<file path="config.mk">
export PLATFORM = sky130hd
export DESIGN_NAME = sram_async_port_ctrl
export DESIGN_NICKNAME = d
export VERILOG_FILES = /design/src/rtl/sram_pkg.sv /design/src/rtl/sram_async_port_ctrl.sv
export SDC_FILE = /design/constraint.sdc
export NUM_CORES = 1
export LEC_CHECK = 0
export BUFFER_PORTS_ARGS = -buffer_cell sky130_fd_sc_hd__buf_2
export CORE_MARGIN = 4
export CORE_UTILIZATION = 50
export DETAILED_ROUTE_END_ITERATION = 8
export PLACE_DENSITY_LB_ADDON = 0.1
export SETUP_SLACK_MARGIN = 0.2
export SKIP_LAST_GASP = 1
export SLEW_MARGIN = 20
export SYNTH_ARGS = -nofsm -noshare
export SYNTH_HDL_FRONTEND = slang
export SYNTH_SLANG_ARGS = --single-unit
</file>
<file path="constraint.sdc">
create_clock -name iCLK -period 3.8 [get_ports iCLK]
set_input_delay 0.57 -clock iCLK [delete_from_list [all_inputs] [get_ports iCLK]]
set_output_delay 0.57 -clock iCLK [all_outputs]
set_load 0.01 [all_outputs]
</file>
<file path="src/rtl/sram_pkg.sv">
// Shared definitions for the async SRAM port front-ends feeding the 4-way port mux.
package sram_pkg;

    typedef enum logic [1:0] {
        IDLE   = 2'd0,
        SETUP  = 2'd1,
        ACCESS = 2'd2,
        HOLD   = 2'd3
    } state_t;

    localparam int SRAM_ADDR_W = 18;
    localparam int SRAM_DATA_W = 16;
    localparam int WAIT_CNT_W  = 4;

endpackage

</file>
<file path="src/rtl/sram_async_port_ctrl.sv">
// Clocked req/ready front-end generating timed async SRAM strobes for one mux side.
// Optional multi-beat bursts are compiled in with `define SRAM_PORT_BURST_EN.
module sram_async_port_ctrl
    import sram_pkg::*;
#(
    parameter int ADDR_W   = SRAM_ADDR_W,
    parameter int DATA_W   = SRAM_DATA_W,
    parameter int WAIT_CYC = 2
) (
    input  logic              iCLK,
    input  logic              iRST_n,
    input  logic              iGRANT,
    input  logic              iREQ,
    output logic              oREADY,
    input  logic              iWR,
    input  logic [ADDR_W-1:0] iADDR,
    input  logic [DATA_W-1:0] iWDATA,
    input  logic [7:0]        iLEN,
    output logic [DATA_W-1:0] oRDATA,
    output logic              oRVALID,
    output logic              oERR,
    output logic [ADDR_W-1:0] oAS_ADDR,
    output logic [DATA_W-1:0] oAS_DATA,
    output logic              oAS_WE_N,
    output logic              oAS_OE_N,
    input  logic [DATA_W-1:0] iAS_DATA
);

    localparam logic [WAIT_CNT_W-1:0] WAIT_LOAD = WAIT_CNT_W'(WAIT_CYC - 1);
    localparam logic [ADDR_W-1:0]     ADDR_ONE  = {{(ADDR_W-1){1'b0}}, 1'b1};

    state_t                  state_r;
    logic                    isWr_r;
    logic [WAIT_CNT_W-1:0]   waitCnt_r;

`ifdef SRAM_PORT_BURST_EN
    logic [7:0]              beatsLeft_r;
`else
    logic                    unusedLen_s;
    assign unusedLen_s = ^iLEN;
`endif

    // Command FSM; every port output is a register so strobes are glitch-free.
    always_ff @(posedge iCLK or negedge iRST_n) begin
        if (!iRST_n) begin
            state_r     <= IDLE;
            isWr_r      <= 1'b0;
            waitCnt_r   <= {WAIT_CNT_W{1'b0}};
            oREADY      <= 1'b0;
            oRVALID     <= 1'b0;
            oERR        <= 1'b0;
            oRDATA      <= {DATA_W{1'b0}};
            oAS_ADDR    <= {ADDR_W{1'b0}};
            oAS_DATA    <= {DATA_W{1'b0}};
            oAS_WE_N    <= 1'b1;
            oAS_OE_N    <= 1'b1;
`ifdef SRAM_PORT_BURST_EN
            beatsLeft_r <= 8'd0;
`endif
        end else begin
            oRVALID <= 1'b0;
            oERR    <= 1'b0;
            // Grant loss anywhere inside a transfer aborts it; the mux has already moved away.
            if ((state_r != IDLE) && !iGRANT) begin
                state_r  <= IDLE;
                oAS_WE_N <= 1'b1;
                oAS_OE_N <= 1'b1;
                oERR     <= 1'b1;
                oREADY   <= 1'b0;
`ifdef SRAM_PORT_BURST_EN
                beatsLeft_r <= 8'd0;
`endif
            end else begin
                case (state_r)
                    IDLE: begin
                        if (iREQ && oREADY) begin
                            isWr_r   <= iWR;
                            oAS_ADDR <= iADDR;
                            oAS_DATA <= iWDATA;
                            oREADY   <= 1'b0;
                            state_r  <= SETUP;
`ifdef SRAM_PORT_BURST_EN
                            beatsLeft_r <= iLEN;
`endif
                        end else begin
                            oREADY <= iGRANT;
                        end
                    end
                    SETUP: begin
                        waitCnt_r <= WAIT_LOAD;
                        state_r   <= ACCESS;
                        if (isWr_r) begin
                            oAS_WE_N <= 1'b0;
                        end else begin
                            oAS_OE_N <= 1'b0;
                        end
                    end
                    ACCESS: begin
                        if (waitCnt_r == {WAIT_CNT_W{1'b0}}) begin
                            oAS_WE_N <= 1'b1;
                            oAS_OE_N <= 1'b1;
                            if (isWr_r) begin
                                state_r <= HOLD;
`ifdef SRAM_PORT_BURST_EN
                                oREADY  <= (beatsLeft_r != 8'd0);
`endif
                            end else begin
                                oRDATA  <= iAS_DATA;
                                oRVALID <= 1'b1;
`ifdef SRAM_PORT_BURST_EN
                                if (beatsLeft_r != 8'd0) begin
                                    oAS_ADDR    <= oAS_ADDR + ADDR_ONE;
                                    beatsLeft_r <= beatsLeft_r - 8'd1;
                                    state_r     <= SETUP;
                                end else begin
                                    state_r <= IDLE;
                                    oREADY  <= iGRANT;
                                end
`else
                                state_r <= IDLE;
                                oREADY  <= iGRANT;
`endif
                            end
                        end else begin
                            waitCnt_r <= waitCnt_r - {{(WAIT_CNT_W-1){1'b0}}, 1'b1};
                        end
                    end
                    HOLD: begin
`ifdef SRAM_PORT_BURST_EN
                        // Remaining write beats stall here, strobes high, until the next word arrives.
                        if (beatsLeft_r != 8'd0) begin
                            if (iREQ && oREADY) begin
                                oAS_DATA    <= iWDATA;
                                oAS_ADDR    <= oAS_ADDR + ADDR_ONE;
                                beatsLeft_r <= beatsLeft_r - 8'd1;
                                oREADY      <= 1'b0;
                                state_r     <= SETUP;
                            end else begin
                                oREADY <= 1'b1;
                            end
                        end else begin
                            state_r <= IDLE;
                            oREADY  <= iGRANT;
                        end
`else
                        state_r <= IDLE;
                        oREADY  <= iGRANT;
`endif
                    end
                    default: begin
                        state_r  <= IDLE;
                        oAS_WE_N <= 1'b1;
                        oAS_OE_N <= 1'b1;
                        oREADY   <= 1'b0;
                    end
                endcase
            end
        end
    end

endmodule

</file>
# Yosys cells after proc, flatten, opt, wreduce, memory -nomap -nowiden
# Index checks and enable logic that the tools add are counted.
[op_classes] n_bitwise=2 n_mux=24 n_reduce_logical=16 n_eq_ne=9 addsub=1
[ops] op="!= test 3 bit (second input constant)" n=5
[ops] op="AND reduction 3 bit" n=5
[ops] op="2-to-1 mux 1 bit" n=14
[ops] op="2-to-1 mux 2 bit" n=4
[ops] op="case mux 2 bit (4 select lines)" n=1
[ops] op="case mux 4 bit (2 select lines)" n=1
[ops] op="== test 2 bit (second input constant)" n=2
[ops] op="zero test 4 bit" n=1
[ops] op="2-to-1 mux 4 bit" n=1
[ops] op="case mux 1 bit (2 select lines)" n=2
[ops] op="AND reduction 4 bit" n=1
[ops] op="nonzero test 2 bit" n=2
[ops] op="nonzero test 4 bit" n=1
[ops] op="subtractor 4 x 1 -> 4 bit (second input constant)" n=1
[ops] op="case mux 1 bit (3 select lines)" n=1
[ops] op="nonzero test 3 bit" n=1
[ops] op="== test 2 x 1 -> 1 bit (second input constant)" n=1
[ops] op="logical AND 1 bit" n=2
[ops] op="zero test 2 bit" n=1
[ops] op="!= test 2 bit (second input constant)" n=1
[ops] op="inverter 1 bit" n=2
[ops] op="AND reduction 2 bit" n=1
[ops] op="zero test 1 bit" n=1
[totals] output_inout_bits=55 reg_bits=62 inputBits=63 wordCells=63

# Longest topological paths before layout
# Gate-level depths: netlist of run 1.
[logic_depth] word_depth=4 depth_mapped=6 ltp_nobuf=5

# Least setup slack after synthesis of run 1
# No wires, ideal clock.
[synth_path] path_type="register to register" startpoint="register waitCnt_r[1]" endpoint="register oRDATA[10]" arrival_ns=1.904 path_buffers=1 period_less_slack_ns=2.029 slack_ns=1.771 required_ns=3.675 path_stages_with_launch=7 setup_ns=0.125 path_cell_list="dfrtp_1 -> inv_1 -> ha_1 -> or3b_4 -> nor4_4 -> buf_6 -> mux2_2"
[synth_via] elab_chain_len=2
[synth_rtl] item="start: declaration" line_no="sram_async_port_ctrl.sv:34" source="logic [WAIT_CNT_W-1:0] waitCnt_r;"
[synth_rtl] item="start signal: assignment" line_no="sram_async_port_ctrl.sv:48" source="waitCnt_r <= {WAIT_CNT_W{1'b0}};"
[synth_rtl] item="start signal: assignment" line_no="sram_async_port_ctrl.sv:125" source="waitCnt_r <= waitCnt_r - {{(WAIT_CNT_W-1){1'b0}}, 1'b1};"
[synth_rtl] item="zero test 4 bit" line_no="sram_async_port_ctrl.sv:99" source="if (waitCnt_r == {WAIT_CNT_W{1'b0}}) begin"
[synth_rtl] item="AND reduction 4 bit (no source line)"
[synth_rtl] item="end signal: assignment" line_no="sram_async_port_ctrl.sv:52" source="oRDATA <= {DATA_W{1'b0}};"
[synth_rtl] item="end signal: assignment" line_no="sram_async_port_ctrl.sv:108" source="oRDATA <= iAS_DATA;"
[synth_rtl] item="end: declaration" line_no="sram_async_port_ctrl.sv:19" source="output logic [DATA_W-1:0] oRDATA,"
# Every way passes these cells.
# A chain may end at the register's enable or synchronous reset.

# Worst setup path after layout of run 1
[layout_path] startpoint="register waitCnt_r[0]" endpoint="register oRDATA[2]"
# Same word-level chain as after synthesis.

==> results of run 1 <==
## routing by layer
metal | up-vias | part of all wire [%]
met5 | - | 0
met4 | 0 | 2.3
met3 | 13 | 9.4
met2 | 76 | 48
met1 | 859 | 41
li1 | 850 | -
## synthesized netlist by cell type
master / count / area [µm²]
sky130_fd_sc_hd__ha_1: 2 / 25.0
sky130_fd_sc_hd__inv_1: 4 / 15.0
sky130_fd_sc_hd__nor3_2: 1 / 10.0
sky130_fd_sc_hd__or3_1: 1 / 6.26
sky130_fd_sc_hd__buf_2: 4 / 20.0
sky130_fd_sc_hd__o22ai_1: 1 / 6.26
sky130_fd_sc_hd__nor4_4: 1 / 21.3
sky130_fd_sc_hd__a31oi_1: 1 / 6.26
sky130_fd_sc_hd__o22a_1: 3 / 26.3
sky130_fd_sc_hd__or4_1: 4 / 30.0
sky130_fd_sc_hd__a21oi_1: 1 / 5.00
sky130_fd_sc_hd__nand3_1: 3 / 15.0
sky130_fd_sc_hd__and2_1: 1 / 6.26
sky130_fd_sc_hd__nand2_1: 5 / 18.8
sky130_fd_sc_hd__mux2_2: 51 / 574
sky130_fd_sc_hd__a21boi_0: 1 / 7.51
sky130_fd_sc_hd__or3b_4: 1 / 11.3
sky130_fd_sc_hd__and2b_2: 1 / 8.76
sky130_fd_sc_hd__nor2_1: 3 / 11.3
sky130_fd_sc_hd__buf_6: 1 / 11.3
sky130_fd_sc_hd__nand2b_1: 5 / 31.3
sky130_fd_sc_hd__dfstp_2: 2 / 52.6
sky130_fd_sc_hd__o32a_1: 2 / 20.0
sky130_fd_sc_hd__o21ai_0: 3 / 15.0
sky130_fd_sc_hd__clkbuf_1: 3 / 11.3
sky130_fd_sc_hd__dfrtp_1: 60 / 1500
sky130_fd_sc_hd__mux2i_1: 1 / 10.0
sky130_fd_sc_hd__o211ai_1: 2 / 15.0
sky130_fd_sc_hd__nor3b_1: 2 / 15.0
sky130_fd_sc_hd__o31ai_1: 2 / 15.0
sky130_fd_sc_hd__nor4b_1: 1 / 8.76
## worst max-delay path by stage
stage,to,depth (start not counted)
after floorplan,oRDATA[10]$_DFFE_PN0P_,6
after global placement,oRDATA[13]$_DFFE_PN0P_,5
after detailed placement,oRDATA[2]$_DFFE_PN0P_,6
after CTS,oRDATA[2]$_DFFE_PN0P_,6
after global routing,oRDATA[13]$_DFFE_PN0P_,6
final,oRDATA[2]$_DFFE_PN0P_,6
## cells in the final DEF, fill, tap and decap left out, types with 2 or more instances in the layout
master                     Yosys  layout
sky130_fd_sc_hd__buf_4         0       4
sky130_fd_sc_hd__o211ai_1      2       2
sky130_fd_sc_hd__nand2b_1      5       5
sky130_fd_sc_hd__o31ai_1       2       2
sky130_fd_sc_hd__dfstp_2       2       2
sky130_fd_sc_hd__o22a_1        3       3
sky130_fd_sc_hd__buf_2         4     108
sky130_fd_sc_hd__mux2_2       51      51
sky130_fd_sc_hd__dfrtp_1      60      60
sky130_fd_sc_hd__nor2_1        3       3
sky130_fd_sc_hd__clkbuf_1      3       4
sky130_fd_sc_hd__clkbuf_8      0      10
sky130_fd_sc_hd__or4_1         4       4
sky130_fd_sc_hd__o32a_1        2       2
sky130_fd_sc_hd__nor3b_1       2       2
sky130_fd_sc_hd__nand3_1       3       3
sky130_fd_sc_hd__ha_1          2       2
sky130_fd_sc_hd__o21ai_0       3       3
sky130_fd_sc_hd__inv_1         4       4
sky130_fd_sc_hd__nand2_1       5       5
## cell type report
type / instances / area share, %
multi-input cells: 99 / 27.8
repair buffers: 112 / 17.1
clock buffers: 14 / 4.58
well taps: 67 / 2.52
flip-flops and latches: 62 / 46.6
clock inverters: 1 / 0.901
inverters: 4 / 0.451
## power breakdown
group	switching, mW	total [mW]	internal [mW]
clock network	0.229	0.548	0.319
logic	0.391	0.844	0.453
registers	0.173	1.10	0.931
## critical path: stages (launching register included)
cell	delay, ns
sky130_fd_sc_hd__dfrtp_1	0.41
sky130_fd_sc_hd__inv_1	0.10
sky130_fd_sc_hd__ha_1	0.22
sky130_fd_sc_hd__or3b_4	0.42
sky130_fd_sc_hd__nor4_4	0.13
sky130_fd_sc_hd__buf_4	0.28
sky130_fd_sc_hd__mux2_2	0.36
## stage by stage
step	hold slack, ns	area [µm²]	total power, mW	setup WS, ns	instances
2_1_floorplan	0.274	2530	1.60	1.77	173
3_3_place_gp	0.485	3150	1.94	1.79	344
3_5_place_dp	0.491	3150	1.97	1.76	344
4_1_cts	0.444	3330	2.53	1.74	359
5_1_grt	0.278	3330	2.67	1.63	359
6_report	0.245	3330	2.50	1.74	359
## cell families (layout without fill, tap and decap cells)
group           count (synthesis)  in the layout  share of synthesized area, %
compound gates                 16             16                          4.60
fa+ha+maj                       2              2                         0.988
flops                          62             62                          61.4
buf+inv                        12            131                          2.27
mux                            52             52                          23.1
simple gates                   29             29                          7.66
## sequential cells by signal, summed over array words and instances, names as in the netlist
name	cells
oRDATA	16
oRVALID	1
oREADY	1
waitCnt_r	4
state_r	2
oAS_ADDR	18
oERR	1
isWr_r	1
oAS_OE_N	1
oAS_DATA	16
oAS_WE_N	1
==> impl_metrics.toml, run 1 <==
[yosys]
synth.net_count = 238
postSynthAreaPerCell_um2 = 14.6
postSynthRegisterBits = 62
netlist_area_mm2 = 0.00253
ys_types = 31
syn-instance-count = 173
seq_area_frac_synth_pct = 61.4
ys.warnings.count = 0

[setup_path]
regToRegEndpoint = "oRDATA[2]$_DFFE_PN0P_"
worst_r2r_startpoint = "waitCnt_r[0]$_DFFE_PN0P_"
ff2ff_path_depth = 6
cp-end-kind = "flip-flop"
worstSetupStartpointType = "flip-flop"
critPathArrivalTime_ns = 2.27
crit_fanout = 17
timing.critical_path.from = "waitCnt_r[0]$_DFFE_PN0P_"
required_ns = 4.01
critical_path_class = "flip-flop to flip-flop"
reg2reg_slack_ns = 1.74

[place]
place.detailed.hpwl_um = 3880
numPortBuffers = 109
gp_congestion = 0.786

[cts]
tritoncts.num_buffers = 9
cts_htree_levels = 3
clk_path_buf_depth = 2
clock_transition_at_the_registers_of_the_reported_paths_ns = 0.07
cts_tree = "yes"
clkLatencyLatePin_ns = 0.33
cts_num_sinks = 62
cts.repair_timing.setup_buffer_count = 0
hold_buffer_count_at_cts = 0
cell_at_the_root_of_the_clock_tree = "sky130_fd_sc_hd__clkbuf_8"
cts.repair.resized = 0

[outcome]
outcome = "complete, no violations"

[floorplanning]
die_area_mm2 = 0.00626
rows = 25
io_pins = 118
die_width_um = 79.2
start_util_pct = 52.5
core_area_mm2 = 0.00482
die_height_um = 79.2

[cells_and_area]
filler_cell_count = 388
seq_area_mm2 = 0.00155
multi_input_area_um2 = 926
layout.core_utilization_pct = 69.2
final_layout_size_suffix_gt1_share_pct = 61.6
finalNetCount = 353
flow.area_growth_from_synthesis_pct = 31.6
antenna-diode-count = 0

[sta]
drv_slew = 0
final.period_utilization_pct = 54.1
setup_total_negative_slack_ns = 0
setup_repair_after_global_routing_missed_its_margin = "false"
period_needed_ns = 2.06
setup_viol = 0
clock.fmax_mhz = 487
clock-skew-final_ns = 0.00667
timing.final.hold_violations = 0
worstMarginPinSlew_ns = 0.686
tightest_slew_margin_relative_to_the_limit_pct = 54.2

[drt]
vias_per_cell = 5.01
detailedRoute.firstIterationViolations = 105
wl_um = 5370
route.vias.total = 1798
wire_per_inst_um = 14.9
firstDrtPassIters = 4
drc = 0
drtAntennaViolNets = 0

[job]
max-cap-violations = 0

[global_routing]
grt-ovfl-total = 0
busiest_layer = "met2"
grt.total_usage_pct = 18.5
grt_max_degree = 48
first_global_vias = 1917
grt_antenna_before_repair = 0
grt_first_pass_wirelength_um = 8880
groute.layer.met3.usage_pct = 7.94
grtUsageMet1_pct = 21.8
grt_util_met2_pct = 30.1

[hold_path]
min-delay-path-class = "input pin to asynchronous set/reset pin"

[power_and_ir_drop]
max-vdd-ir-drop_mv = 0.433
pwr_density_cell_mw_per_mm2 = 749
p_leak_nw = 1.67
No activity file was read; power rests on OpenSTA's default activity.
==> run 2, diff against run 1 <==
--- a/config.mk
+++ b/config.mk
@@ -5,9 +5,10 @@
 export SDC_FILE = /design/constraint.sdc
 export NUM_CORES = 1
 export LEC_CHECK = 0
+export ABC_AREA = 1
 export BUFFER_PORTS_ARGS = -buffer_cell sky130_fd_sc_hd__buf_2
 export CORE_MARGIN = 4
-export CORE_UTILIZATION = 50
+export CORE_UTILIZATION = 46
 export DETAILED_ROUTE_END_ITERATION = 8
 export PLACE_DENSITY_LB_ADDON = 0.1
 export SETUP_SLACK_MARGIN = 0.2
==> constraint.sdc (replaced) <==
create_clock -name iCLK -period 2.1 [get_ports iCLK]
set_input_delay 0.315 -clock iCLK [delete_from_list [all_inputs] [get_ports iCLK]]
set_output_delay 0.315 -clock iCLK [all_outputs]
set_load 0.01 [all_outputs]
==> run 2 against run 1 <==
- clock skew grew 0.0020 ns
- combinational power grew 110%
- total power is 98% higher
- wire length grew 4.3%
- sequential share of layout area fell by 0.50 points
- highest routed layer unchanged
==> impl_metrics.toml, run 2 <==
[setup_path]
timing.critical_path.from = "waitCnt_r[0]$_DFFE_PN0P_"
crit_fanout = 17
critPathArrivalTime_ns = 1.70
required_ns = 2.36
crit_path_capture = "oRDATA[3]$_DFFE_PN0P_"
critical_path_class = "flip-flop to flip-flop"
ff2ff_path_depth = 8
reg2reg_slack_ns = 0.66
worstSetupStartpointType = "flip-flop"
worst_r2r_startpoint = "waitCnt_r[0]$_DFFE_PN0P_"
regToRegEndpoint = "oRDATA[3]$_DFFE_PN0P_"
cp-end-kind = "flip-flop"

[power_and_ir_drop]
power.combinational.fraction_pct = 36.6
internal_power_mw = 3.15
p_leak_nw = 2.03
clock_power_share_pct = 22.7
net-switching-power_mw = 1.78
pwr-share-seq_pct = 40.7
max-vdd-ir-drop_mv = 0.682
switching_share_pct = 36.1
pwr_density_cell_mw_per_mm2 = 1470

[global_routing]
grt-ovfl-total = 0
grt_first_pass_wirelength_um = 9250
grt_antenna_before_repair = 0
grt_util_met2_pct = 28.8
grt.total_usage_pct = 18.5
grtUsageMet1_pct = 22.1
first_global_vias = 2155
grt_max_degree = 42
groute.layer.met3.usage_pct = 5.81
busiest_layer = "met2"

[yosys]
netlist_area_mm2 = 0.00252
synth.top_cells.by_area = "sky130_fd_sc_hd__dfrtp_1 (60%), sky130_fd_sc_hd__nand2_1 (26%), sky130_fd_sc_hd__dfstp_2 (2.1%)"
seq_area_frac_synth_pct = 61.6
syn-instance-count = 293
synthDominantAreaCellType = "sky130_fd_sc_hd__dfrtp_1"
ys.warnings.count = 0
synth.net_count = 358
post-synth-top-count-cell = "sky130_fd_sc_hd__nand2_1"
netlist.area_leader.share_pct = 59.5
postSynthAreaPerCell_um2 = 8.61
postSynthRegisterBits = 62
ys_async_sr_fraction_pct = 100
yosys-top-cells-count = "sky130_fd_sc_hd__nand2_1 (178), sky130_fd_sc_hd__dfrtp_1 (60), sky130_fd_sc_hd__inv_1 (9), sky130_fd_sc_hd__nand3_1 (8), sky130_fd_sc_hd__nor2_1 (8)"
count_of_flip_flops_with_a_built_in_enable_after_synthesis = 0
primary_ff_master_synth = "sky130_fd_sc_hd__dfrtp_1"
ys_types = 19

[cts]
cell_at_the_root_of_the_clock_tree = "sky130_fd_sc_hd__clkbuf_8"
cts_num_sinks = 62
clkLatencyLatePin_ns = 0.33
clock_transition_at_the_registers_of_the_reported_paths_ns = 0.06
cts_tree = "yes"
cts_htree_levels = 3
cts.repair.resized = 0
clk_path_buf_depth = 2
tritoncts.num_buffers = 9

[drt]
drc = 0
detailedRoute.firstIterationViolations = 116
wire_per_inst_um = 11.6
wl_um = 5600
route.vias.total = 2147
drtAntennaViolNets = 0
firstDrtPassIters = 4
vias_per_cell = 4.44

[cells_and_area]
largestRegisters = "oAS_ADDR x18, oAS_DATA x16, oRDATA x16"
finalNetCount = 474
layout.cells.most_common = "sky130_fd_sc_hd__nand2_1"
filler_cell_count = 475
fin_area_mm2 = 0.00337
multi_input_area_um2 = 858
seq_area_mm2 = 0.00155
antenna-diode-count = 0
largest_register_ff_count = 18
largest_register = "oAS_ADDR"
flow.area_growth_from_synthesis_pct = 33.5
final_layout_size_suffix_gt1_share_pct = 33.6
layout_common_cells = "sky130_fd_sc_hd__nand2_1 (178), sky130_fd_sc_hd__buf_2 (109), sky130_fd_sc_hd__dfrtp_1 (60)"

[place]
place.detailed.hpwl_um = 4080
place_ws_ns = 0.648
area_after_detailed_placement_mm2 = 0.00314
numPortBuffers = 109
gp_congestion = 0.827

[sta]
setup_slack_ns = 0.660
drv_slew = 0
tightest_slew_margin_relative_to_the_limit_pct = 65.4
final.period_utilization_pct = 68.6
setup_repair_after_global_routing_missed_its_margin = "false"
clock.fmax_mhz = 695
timing.final.hold_violations = 0
worstMarginPinSlew_ns = 0.519
setup_viol = 0
clock-skew-final_ns = 0.00865
period_needed_ns = 1.44
setup_total_negative_slack_ns = 0

[floorplanning]
io_pins = 118
start_util_pct = 48.5
die_area_mm2 = 0.00673
rows = 26
core_area_mm2 = 0.00520
die_height_um = 82.1
die_width_um = 82.1

[job]
max-cap-violations = 0

[outcome]
outcome = "complete, no violations"

[hold_path]
min-delay-path-class = "input pin to flip-flop"
holdCritStartpoint = "iWDATA[2]"
[run 2: cell types whose count changed after synthesis, moves of 3 or more]
cell                       change
sky130_fd_sc_hd__nand2_1     +173
sky130_fd_sc_hd__mux2_2       -51
sky130_fd_sc_hd__inv_1         +5
sky130_fd_sc_hd__nand2b_1      -5
sky130_fd_sc_hd__nand3_1       +5
sky130_fd_sc_hd__nor2_1        +5
sky130_fd_sc_hd__buf_4         +4
sky130_fd_sc_hd__nor2_2        +4
sky130_fd_sc_hd__or4_1         -4
sky130_fd_sc_hd__clkbuf_1      -3
sky130_fd_sc_hd__nand2_2       +3
sky130_fd_sc_hd__o22a_1        -3
[run 2: per-stage QoR]
stage	hold slack (ns)	cells	utilization, %	total power [mW]
detailed placement	0.316	467	60.4	3.87
floorplan	0.0194	293	-	3.12
global route	0.170	484	64.7	5.38
CTS	0.159	484	64.7	5.02
global placement	0.319	467	60.4	3.81
finish	0.178	484	64.7	4.94
[run 2: worst min path at each step]
stage | endpoint | slack, ns | cells after the start
CTS | oAS_DATA[12]$_DFFE_PN0P_ | 0.16 | 3
finish | oAS_DATA[2]$_DFFE_PN0P_ | 0.18 | 3
detailed placement | state_r[1]$_DFFE_PN0P_ | 0.32 | 1
floorplan | isWr_r$_DFFE_PN0P_ | 0.02 | 0
global placement | state_r[1]$_DFFE_PN0P_ | 0.32 | 1
global route | oRDATA[8]$_DFFE_PN0P_ | 0.17 | 3
[run 2: area by class of cell]
| type | instances | share of cell area [%] |
|---|---|---|
| clock inverter | 4 | 2.08 |
| multi-input combinational | 211 | 25.5 |
| tap | 70 | 2.60 |
| inverter | 12 | 1.49 |
| clock buffer | 12 | 4.31 |
| timing repair buffer | 113 | 17.9 |
| sequential | 62 | 46.1 |
[run 2: cells by family (layout without fill, tap and decap cells)]
| logic type | count (synthesis) | after routing | synth area share [%] |
|---|---|---|---|
| simple gates | 203 | 203 | 31.7 |
| flops | 62 | 62 | 61.6 |
| buf+inv | 20 | 141 | 4.36 |
| compound gates | 5 | 5 | 0.992 |
| fa+ha+maj | 2 | 2 | 0.992 |
| xor+xnor | 1 | 1 | 0.347 |
[run 2: power groups by stage]
stage                     Sequential (mW)  Clock, mW  Combinational [mW]
after floorplan                      2.24          0               0.876
after global placement               2.02          0                1.80
after detailed placement             2.01          0                1.86
after CTS                            2.01       1.16                1.85
after global routing                 2.08       1.21                2.08
final                                2.01       1.12                1.81
[run 2: critical path, stage by stage (launching register included)]
cell                      delay (ns)
sky130_fd_sc_hd__dfrtp_1        0.36
sky130_fd_sc_hd__inv_1          0.14
sky130_fd_sc_hd__ha_1           0.20
sky130_fd_sc_hd__nand2_1        0.08
sky130_fd_sc_hd__nor2_2         0.13
sky130_fd_sc_hd__nand2_4        0.16
sky130_fd_sc_hd__inv_6          0.17
sky130_fd_sc_hd__nand2_1        0.07
sky130_fd_sc_hd__nand2_1        0.06
[run 2: metal layers]
| layer | wire length [µm] | share of wire (%) |
|---|---|---|
| met1 | 2480 | 44 |
| met3 | 446 | 8.0 |
| met2 | 2520 | 45 |
| met5 | 0 | 0 |
| met4 | 147 | 2.6 |
[run 2: repair_timing]
| item | in CTS | in global routing |
|---|---|---|
| hold buffers | 1 | 0 |
| buffers inserted | 0 | 0 |
| hold endpoints to repair | 20 | 0 |
